## config.mk

```make
export PLATFORM = sky130hd
export DESIGN_NAME = m68k_bus_target
export DESIGN_NICKNAME = d
export VERILOG_FILES = /design/src/rtl/m68k_bus_target.sv
export SDC_FILE = /design/constraint.sdc
export NUM_CORES = 1
export LEC_CHECK = 0
export BUFFER_PORTS_ARGS = -buffer_cell sky130_fd_sc_hd__buf_4
export CAP_MARGIN = 20
export CORE_UTILIZATION = 48
export DETAILED_ROUTE_END_ITERATION = 16
export GPL_ROUTABILITY_DRIVEN = 0
export PLACE_DENSITY = 0.89
export SLEW_MARGIN = 25
export SYNTH_ARGS = -nofsm -noshare
export SYNTH_HDL_FRONTEND = slang
export SYNTH_SLANG_ARGS = --single-unit
```

## constraint.sdc

```tcl
create_clock -name clk -period 3.22 [get_ports clk]
set_input_delay 0.322 -clock clk [delete_from_list [all_inputs] [get_ports clk]]
set_output_delay 0.322 -clock clk [all_outputs]
set_load 0.03 [all_outputs]
```

## src/rtl/m68k_bus_target.sv

```systemverilog
// Responder for the 68000-style asynchronous bus. It turns AS/UDS/LDS/RW/FC cycles into single-outstanding
// backend requests and answers with DTACK, VPA (6800 peripherals), IACK vectors or BERR.
module m68k_bus_target #(
  parameter int unsigned WAIT_STATES  = 1,
  parameter int unsigned BERR_TIMEOUT = 255
) (
  input  logic        clk,
  input  logic        reset,
  input  logic        phi1,
  input  logic        phi2,
  input  logic        as_n,
  input  logic        rw_n,
  input  logic        uds_n,
  input  logic        lds_n,
  input  logic [2:0]  fc,
  input  logic [22:0] addr,
  input  logic [15:0] wdata,
  output logic [15:0] rdata,
  output logic        dtack_n,
  output logic        vpa_n,
  output logic        berr,
  input  logic        vma_n,
  input  logic        e_negclken,
  input  logic        periph_sel,
  input  logic        iack_auto,
  input  logic [7:0]  iack_vector,
  output logic        mem_req,
  output logic        mem_we,
  output logic [1:0]  mem_be,
  output logic [22:0] mem_addr,
  output logic [15:0] mem_wdata,
  input  logic [15:0] mem_rdata,
  input  logic        mem_ack
);

  localparam logic [3:0] WS  = 4'(WAIT_STATES);
  localparam logic [8:0] TMO = 9'(BERR_TIMEOUT);

  typedef enum logic [3:0] {
    S_IDLE, S_START, S_MEM_WAIT, S_DELAY, S_ACK, S_VPA_WAIT, S_VPA_E, S_IACK, S_ERR
  } state_e;

  state_e      state_q, state_d;
  logic        rw_q, rw_d;
  logic [2:0]  fc_q, fc_d;
  logic [22:0] mem_addr_q, mem_addr_d;
  logic [15:0] mem_wdata_q, mem_wdata_d;
  logic        mem_req_q, mem_req_d;
  logic        mem_we_q, mem_we_d;
  logic [1:0]  mem_be_q, mem_be_d;
  logic [15:0] rdata_q, rdata_d;
  logic        dtack_n_q, dtack_n_d;
  logic        vpa_n_q, vpa_n_d;
  logic        berr_q, berr_d;
  logic [7:0]  tmo_q, tmo_d;
  logic [3:0]  wait_q, wait_d;
  logic        req_sent_q, req_sent_d;
  logic        tmo_run;

  // phi1 and the E falling edge are only timing references for the CPU side.
  logic unused_inputs;
  assign unused_inputs = ^{phi1, e_negclken};

  always_comb begin
    // NOTE: every always_comb output gets a default first so no path infers a latch.
    state_d     = state_q;
    rw_d        = rw_q;
    fc_d        = fc_q;
    mem_addr_d  = mem_addr_q;
    mem_wdata_d = mem_wdata_q;
    mem_req_d   = 1'b0;
    mem_we_d    = mem_we_q;
    mem_be_d    = mem_be_q;
    rdata_d     = rdata_q;
    dtack_n_d   = dtack_n_q;
    vpa_n_d     = vpa_n_q;
    berr_d      = berr_q;
    tmo_d       = tmo_q;
    wait_d      = wait_q;
    req_sent_d  = req_sent_q;
    tmo_run     = 1'b0;

    if (state_q == S_IDLE) begin
      if (!as_n) begin
        state_d    = S_START;
        mem_addr_d = addr;
        fc_d       = fc;
        rw_d       = rw_n;
        tmo_d      = '0;
        wait_d     = '0;
        req_sent_d = 1'b0;
      end
    end else if (as_n) begin
      // Normal end of cycle and early abort share one path back to idle.
      state_d   = S_IDLE;
      dtack_n_d = 1'b1;
      vpa_n_d   = 1'b1;
      berr_d    = 1'b0;
      mem_we_d  = 1'b0;
      mem_be_d  = 2'b00;
      tmo_d     = '0;
    end else begin
      case (state_q)
        S_START: begin
          tmo_run = 1'b1;
          if (rw_q || !uds_n || !lds_n) begin
            if (fc_q == 3'b111) begin
              state_d = S_IACK;
            end else if (periph_sel) begin
              state_d = S_VPA_WAIT;
            end else begin
              state_d     = S_MEM_WAIT;
              mem_req_d   = 1'b1;
              mem_we_d    = ~rw_q;
              mem_be_d    = {~uds_n, ~lds_n};
              mem_wdata_d = wdata;
            end
          end
        end
        S_MEM_WAIT: begin
          tmo_run = 1'b1;
          if (mem_ack) begin
            if (rw_q) rdata_d = mem_rdata;
            wait_d  = '0;
            state_d = S_DELAY;
          end
        end
        S_DELAY: begin
          tmo_run = 1'b1;
          if (WS == 4'd0) begin
            state_d = S_ACK;
          end else if (phi2) begin
            if (wait_q == WS - 4'd1) state_d = S_ACK;
            else                     wait_d  = wait_q + 4'd1;
          end
        end
        S_ACK: begin
          if (phi2) dtack_n_d = 1'b0;
        end
        S_IACK: begin
          if (dtack_n_q && vpa_n_q) begin
            tmo_run = 1'b1;
            if (iack_auto) begin
              vpa_n_d = 1'b0;
            end else begin
              rdata_d = {8'h00, iack_vector};
              if (phi2) dtack_n_d = 1'b0;
            end
          end
        end
        S_VPA_WAIT: begin
          tmo_run = 1'b1;
          if (phi2) vpa_n_d = 1'b0;
          if (!req_sent_q) begin
            if (!vma_n) begin
              mem_req_d   = 1'b1;
              mem_we_d    = ~rw_q;
              mem_be_d    = {~uds_n, ~lds_n};
              mem_wdata_d = wdata;
              req_sent_d  = 1'b1;
            end
          end else if (mem_ack) begin
            if (rw_q) rdata_d = mem_rdata;
            vpa_n_d = 1'b0;
            state_d = S_VPA_E;
          end
        end
        S_VPA_E: vpa_n_d = 1'b0;
        S_ERR:   berr_d  = 1'b1;
        default: state_d = S_IDLE;
      endcase

      if (tmo_run) begin
        tmo_d = tmo_q + 8'd1;
        if ({1'b0, tmo_q} + 9'd1 == TMO) begin
          state_d   = S_ERR;
          berr_d    = 1'b1;
          mem_req_d = 1'b0;
        end
      end
    end
  end

  always_ff @(posedge clk) begin
    if (reset) begin
      state_q    <= S_IDLE;
      rw_q       <= 1'b1;
      fc_q       <= '0;
      mem_req_q  <= 1'b0;
      mem_we_q   <= 1'b0;
      mem_be_q   <= 2'b00;
      rdata_q    <= '0;
      dtack_n_q  <= 1'b1;
      vpa_n_q    <= 1'b1;
      berr_q     <= 1'b0;
      tmo_q      <= '0;
      wait_q     <= '0;
      req_sent_q <= 1'b0;
    end else begin
      state_q    <= state_d;
      rw_q       <= rw_d;
      fc_q       <= fc_d;
      mem_req_q  <= mem_req_d;
      mem_we_q   <= mem_we_d;
      mem_be_q   <= mem_be_d;
      rdata_q    <= rdata_d;
      dtack_n_q  <= dtack_n_d;
      vpa_n_q    <= vpa_n_d;
      berr_q     <= berr_d;
      tmo_q      <= tmo_d;
      wait_q     <= wait_d;
      req_sent_q <= req_sent_d;
    end
  end

  // NOTE: address/data holding registers need no reset; they are only consumed qualified by mem_req.
  always_ff @(posedge clk) begin
    mem_addr_q  <= mem_addr_d;
    mem_wdata_q <= mem_wdata_d;
  end

  assign rdata     = rdata_q;
  assign dtack_n   = dtack_n_q;
  assign vpa_n     = vpa_n_q;
  assign berr      = berr_q;
  assign mem_req   = mem_req_q;
  assign mem_we    = mem_we_q;
  assign mem_be    = mem_be_q;
  assign mem_addr  = mem_addr_q;
  assign mem_wdata = mem_wdata_q;

endmodule

```

# ---- Yosys cells after proc, flatten, opt, wreduce, memory -nomap -nowiden
# Index checks and enable logic that the tools add are counted.
dict set report word_totals {
  ff_bits 83
  elab_cells 164
}
dict set report classes {
  add_sub_neg 3
  n_eq_ne 30
  muxes 84
  bitwise_logic 5
  n_reduce_logical 27
}
# cell count
set ops {}
lappend ops {{$mux W16} 10}
lappend ops {{$mux W4} 17}
lappend ops {{$pmux W16 S3} 1}
lappend ops {{$mux W1} 35}
lappend ops {{$ne A3 B3 Y1 const B} 11}
lappend ops {{$mux W8} 4}
lappend ops {{$pmux W16 S2} 1}
lappend ops {{$pmux W4 S5} 1}
lappend ops {{$ne A2 B2 Y1 const B} 9}
lappend ops {{$eq A4 B3 Y1 const B} 4}
lappend ops {{$reduce_bool A3 Y1} 5}
lappend ops {{$mux W2} 6}
lappend ops {{$add A8 B1 Y9 const B} 1}
lappend ops {{$eq A9 B8 Y1 const B} 1}
lappend ops {{$add A8 B1 Y8 const B} 1}
lappend ops {{$eq A4 B2 Y1 const B} 2}
lappend ops {{$logic_not A4 Y1} 2}
lappend ops {{$pmux W1 S2} 4}
lappend ops {{$pmux W4 S2} 1}
lappend ops {{$reduce_and A4 Y1} 2}
lappend ops {{$reduce_and A8 Y1} 1}
lappend ops {{$reduce_or A4 Y1} 2}
lappend ops {{$reduce_and A7 Y1} 1}
lappend ops {{$mux W3} 2}
lappend ops {{16 further kinds} 25}

# ---- Longest topological paths before layout
dict set report logic_depth {
  depth_word 9
  ltp_mapped 8
}

# ---- Worst setup path before layout
# Ideal clock, no wire load.
dict set report synth_timing {
  kind {reg-to-reg}
  start {reg state_q[1]}
  end {reg mem_addr_q[0] (netlist: mem_addr[0]), enable pin}
  arrival_time_ns 2.194
  setup_slack_ns 0.616
  stages_incl_launch_ff 5
  n_path_buf 2
  synth_period_minus_slack_ns 2.604
  cell_sequence {dfxtp_1 > buf_6 > or4_4 > buf_6 > nor2_1}
}
dict set report synth_between {
  elab_chain_cells 2
}
# item line
set synth_lines {}
lappend synth_lines {{start: declaration} 43} ;# state_e state_q, state_d;
lappend synth_lines {{start signal: assignment} 200} ;# state_q <= state_d;
lappend synth_lines {{$logic_not A4 Y1} 83} ;# if (state_q == S_IDLE) begin
lappend synth_lines {{$reduce_and A2 Y1 (no source line)} -}
lappend synth_lines {{end signal: assignment} 218} ;# mem_addr_q <= mem_addr_d;
lappend synth_lines {{end: declaration} 46} ;# logic [22:0] mem_addr_q, mem_addr_d;
# Every way passes these cells.
# A chain may end at the register's enable or synchronous reset.

# ---- Final worst setup path
dict set report layout_timing {
  start {reg state_q[1]}
  end {reg rdata_q[4] (netlist: rdata[4])}
}
dict set report layout_between {
  elab_chain_cells 3
  elab_cells_between_ends 11
  cone_classes {6 x eq/ne; 1 x mux; 1 x bitwise; 3 x reduce/logical}
}
# item line
set layout_lines {}
lappend layout_lines {{$eq A4 B3 Y1, or another cell as far along} 103} ;# case (state_q)
lappend layout_lines {{$ne A2 B2 Y1 (no source line), or another cell as far along} -}
lappend layout_lines {{$reduce_and A6 Y1 (no source line)} -}
lappend layout_lines {{end signal: assignment} 206} ;# rdata_q <= rdata_d;
lappend layout_lines {{end: declaration} 51} ;# logic [15:0] rdata_q, rdata_d;
# Parallel ways exist; a longest one is shown, timed or not.

==> results.md <==
* Post-synth EDFFs at 39
* Congestion Overflow GR at 0
* IO buf count at 138
* Syn Inst Count at 343
* Clk buf depth at 2
* H-tree levels at 3
* Register cell area after layout at about 2100 um2
* Fin. Hold Viols at 0
* DRC at 0
* Routed vias/inst at ~5.5
* Placed Cells incl. Taps at between 500 and 600
* DIE AREA at between 7000 and 8000 um2
* Critical Path Fanout Max at 32
* R2r startpoint: state_q[1]
* Worst Hold Endpoint: mem_addr[20]
* Area grow syn2layout at 36.44%
* R2R Path End: rdata[4]
* Row Count at 30
* Initial antenna violation count at 0
* Mapped Avg Cell Area at 10.33 um2
* Dominant synthesized flop cell: dfxtp_1
* Worst EP required at between 3 and 4 ns
* Critical Path AT at between 2 and 3 ns
* Post-synth top area share at 33.05%
* Cell Area, Synth at about 3500 um2
* Footprint of the multi-input gates at 1344 um2
* RSZ-0062 raised after global routing: false
* Chip Height at 87.92 um
* Seq/Total Area, Yosys at roughly 58%
* CP peak stage delay at slightly below 0.7 ns
* Clock sinks at 83
* Clock skew at 0.01110 ns
* Critical path endpoint category: flop
* Pwr per Cell Area at 473.4 nW/um2
* Seq cells post-synth at 83
* Placeable Area at 6944 um2
* Final Net Count at between 500 and 600
* Peak supply drop at 0.0002101 V
* CTS tree: built
* I/O pins at between 100 and 150
* Cts bufs inserted at 9
* CP max-delay cell: dfxtp_1
* Post-CTS Resized at 0
* Post-Layout Cell Count at around 570
* Worst reg2reg path depth at 5
* Synthesis Warnings at 0
* GR Layer Usage met2 at between 40% and 50%
* Synth area leaders: edfxtp_1, dfxtp_1, nand2_1
* Least-Margin Pin Slew at 0.8287 ns
* Clk pin slew, worst setup/hold paths at about 0.080 ns
* Share of layout cells above drive strength 1 at roughly a third
* Worst R2R Setup Slack at roughly 0.8 ns
* CP Launch Type: flop
* Slew Limit Fails at 0
* Tightest Hold Check Type: in2reg
* Busiest layer in global routing: met2
* # fillers at just under 500
* Post-DRT Antenna Nets at 0
* Async SR Flop Fraction at 0%
* Hold Path Stages at 1
* Drt pass-1 iters at 4
* Antenna cells at 0
* Top cell type by total area after synthesis: edfxtp_1
* Initial Utilization at 51.03%
* Setup_tns at 0 ns
* Met3 Use GR at about 5.9%
* Post-synth net total at around 430
* Number of global-route vias before repair at between 2000 and 3000
* Total track usage at between 20% and 30%
* Clock Tree Root: clkbuf_8
* Hpwl dp at just under 7 mm
* Post-CTS Setup Bufs at 0
* Final setup vio count at 0
* Critical path, cell by cell: or3b_1 > a211oi_1 > o211a_2 > nor2_1 > a311oi_1
* Leak Pwr at between 0.0015 and 0.002 uW
* Drt initial violations at slightly above 300
* WL per Instance at between 15 and 20 um
* Netlist cell types at between 50 and 60
* Skew-Pair Late Insertion Delay at about 0.35 ns
* Final WL at roughly 9.3 mm
* Slew headroom at around 43%
* Met1 GRT Util at 28.99%
* First-pass GRT wire length at between 10 and 15 mm
* Critical path's top delay family: compound AO/OA/AOI/OAI gates
* Status: completed
* Hold_buf cts at 0
* Fin crit period at 2.421 ns
* Pin count of the biggest net entering global routing at 33
* Worst Hold Launch: addr[20]
* Setup CP Type: reg2reg
* Via count at between 3000 and 4000
* Buffers plus inverters on the worst setup path at 0
* Fmax at roughly 410 MHz
* Max Cap Viol at 0
* Die boundary width at 87.92 um
* Final worst path period share at around three quarters
[cell families (layout without fill, tap and decap cells)]
group	Yosys count	count (layout)	share of synthesized area (%)
AOI/OAI and AO/OA	77	77	14.69
xor gates and xnor gates	3	3	0.7417
adders and majority gates	4	4	1.412
buffers and inverters	30	164	4.237
DFF	83	83	57.91
muxes	1	1	0.3178
and+or+nand+nor	145	145	20.69
[power breakdown]
part	internal [uW]	switching, uW
sequential	1140	23.7
clock	519	361
combinational	116	130
[flip-flops by register name, indices dropped and copies added (netlist names)]
signal	count
berr	1
dtack_n	1
fc_q	3
mem_addr	23
mem_be	2
mem_req	1
mem_wdata	16
mem_we	1
rdata	16
req_sent_q	1
rw_q	1
state_q	4
tmo_q	8
vpa_n	1
wait_q	4
[worst register-to-register path, stage by stage, from the launching register on]
cell,delay (ns)
dfxtp_1,0.69
or3b_1,0.40
a211oi_1,0.28
o211a_2,0.58
nor2_1,0.09
a311oi_1,0.29
[per-stage QoR]
stage | worst slack [ns] | utilization [%] | hold slack [ns] | total power, uW | instance area, um2
2_1_floorplan | 0.6159 | - | 0.4209 | 1308 | 3543
3_3_place_gp | 0.9712 | 66.25 | 0.4542 | 1419 | 4601
3_5_place_dp | 0.8552 | 66.25 | 0.4593 | 1431 | 4601
4_1_cts | 0.8371 | 69.62 | 0.1263 | 2297 | 4835
5_1_grt | 0.5906 | 69.62 | 0.1217 | 2358 | 4835
6_report | 0.7993 | 69.62 | 0.1358 | 2289 | 4835
[synth_stat cells, types with 3 or more instances]
| cell type | instances |
|---|---|
| dfxtp_1 | 44 |
| nand2_1 | 40 |
| edfxtp_1 | 39 |
| nor2_1 | 33 |
| a21oi_1 | 19 |
| nand3_1 | 19 |
| nand2b_1 | 11 |
| o21ai_0 | 11 |
| a311oi_1 | 9 |
| a31oi_1 | 9 |
| buf_2 | 9 |
| clkbuf_1 | 8 |
| inv_1 | 7 |
| nor2b_1 | 6 |
| nor3_1 | 6 |
| nand3b_1 | 5 |
| ha_1 | 4 |
| o22ai_1 | 4 |
| a22oi_1 | 3 |
| and2_1 | 3 |
| and3_1 | 3 |
| and3b_1 | 3 |
| buf_6 | 3 |
| or3_1 | 3 |
[area by class of cell]
class | count | area share, %
Timing Repair Buffer | 141 | 21.89
Tap cell | 96 | 2.484
Inverter | 7 | 0.5435
Multi-Input combinational cell | 230 | 27.80
Clock buffer | 12 | 2.795
Sequential cell | 83 | 42.44
Clock inverter | 4 | 2.045
[placed cells by master (no fill, tap or decap), drive strengths merged, types with 2 or more instances in the layout]
cell type  count
nor4           2
nand3         19
nand2         40
nor3           6
dfxtp         44
a311oi         9
nor2          33
nand3b         5
o21ai         11
bufinv         3
o211ai         2
ha             4
nand2b        11
a21o           2
a22oi          3
a211oi         2
or3            3
a31oi          9
a41oi          2
o21a           2
and4           2
nor3b          2
and3           3
nor2b          6
o31ai          2
or3b           2
and2           4
a21oi         20
and3b          3
inv            8
o22ai          4
buf          141
clkbuf        12
xor2           2
edfxtp        39
[worst max-delay path by stage]
stage / depth (start not counted) / end / slack, ns / startpoint
2_1_floorplan: 4 / mem_addr[0] / 0.62 / state_q[1]
3_3_place_gp: 5 / rdata[3] / 0.97 / state_q[1]
3_5_place_dp: 5 / rdata[5] / 0.86 / state_q[1]
4_1_cts: 5 / rdata[4] / 0.84 / state_q[1]
5_1_grt: 5 / rdata[4] / 0.59 / state_q[1]
6_report: 5 / rdata[4] / 0.80 / state_q[1]
[layer usage]
metal | up-vias | wire (um)
met5 | - | 0
met4 | 0 | 230
met3 | 25 | 788
met2 | 154 | 4716
met1 | 1484 | 3590
li1 | 1509 | -
No activity file was read; power rests on OpenSTA's default activity.
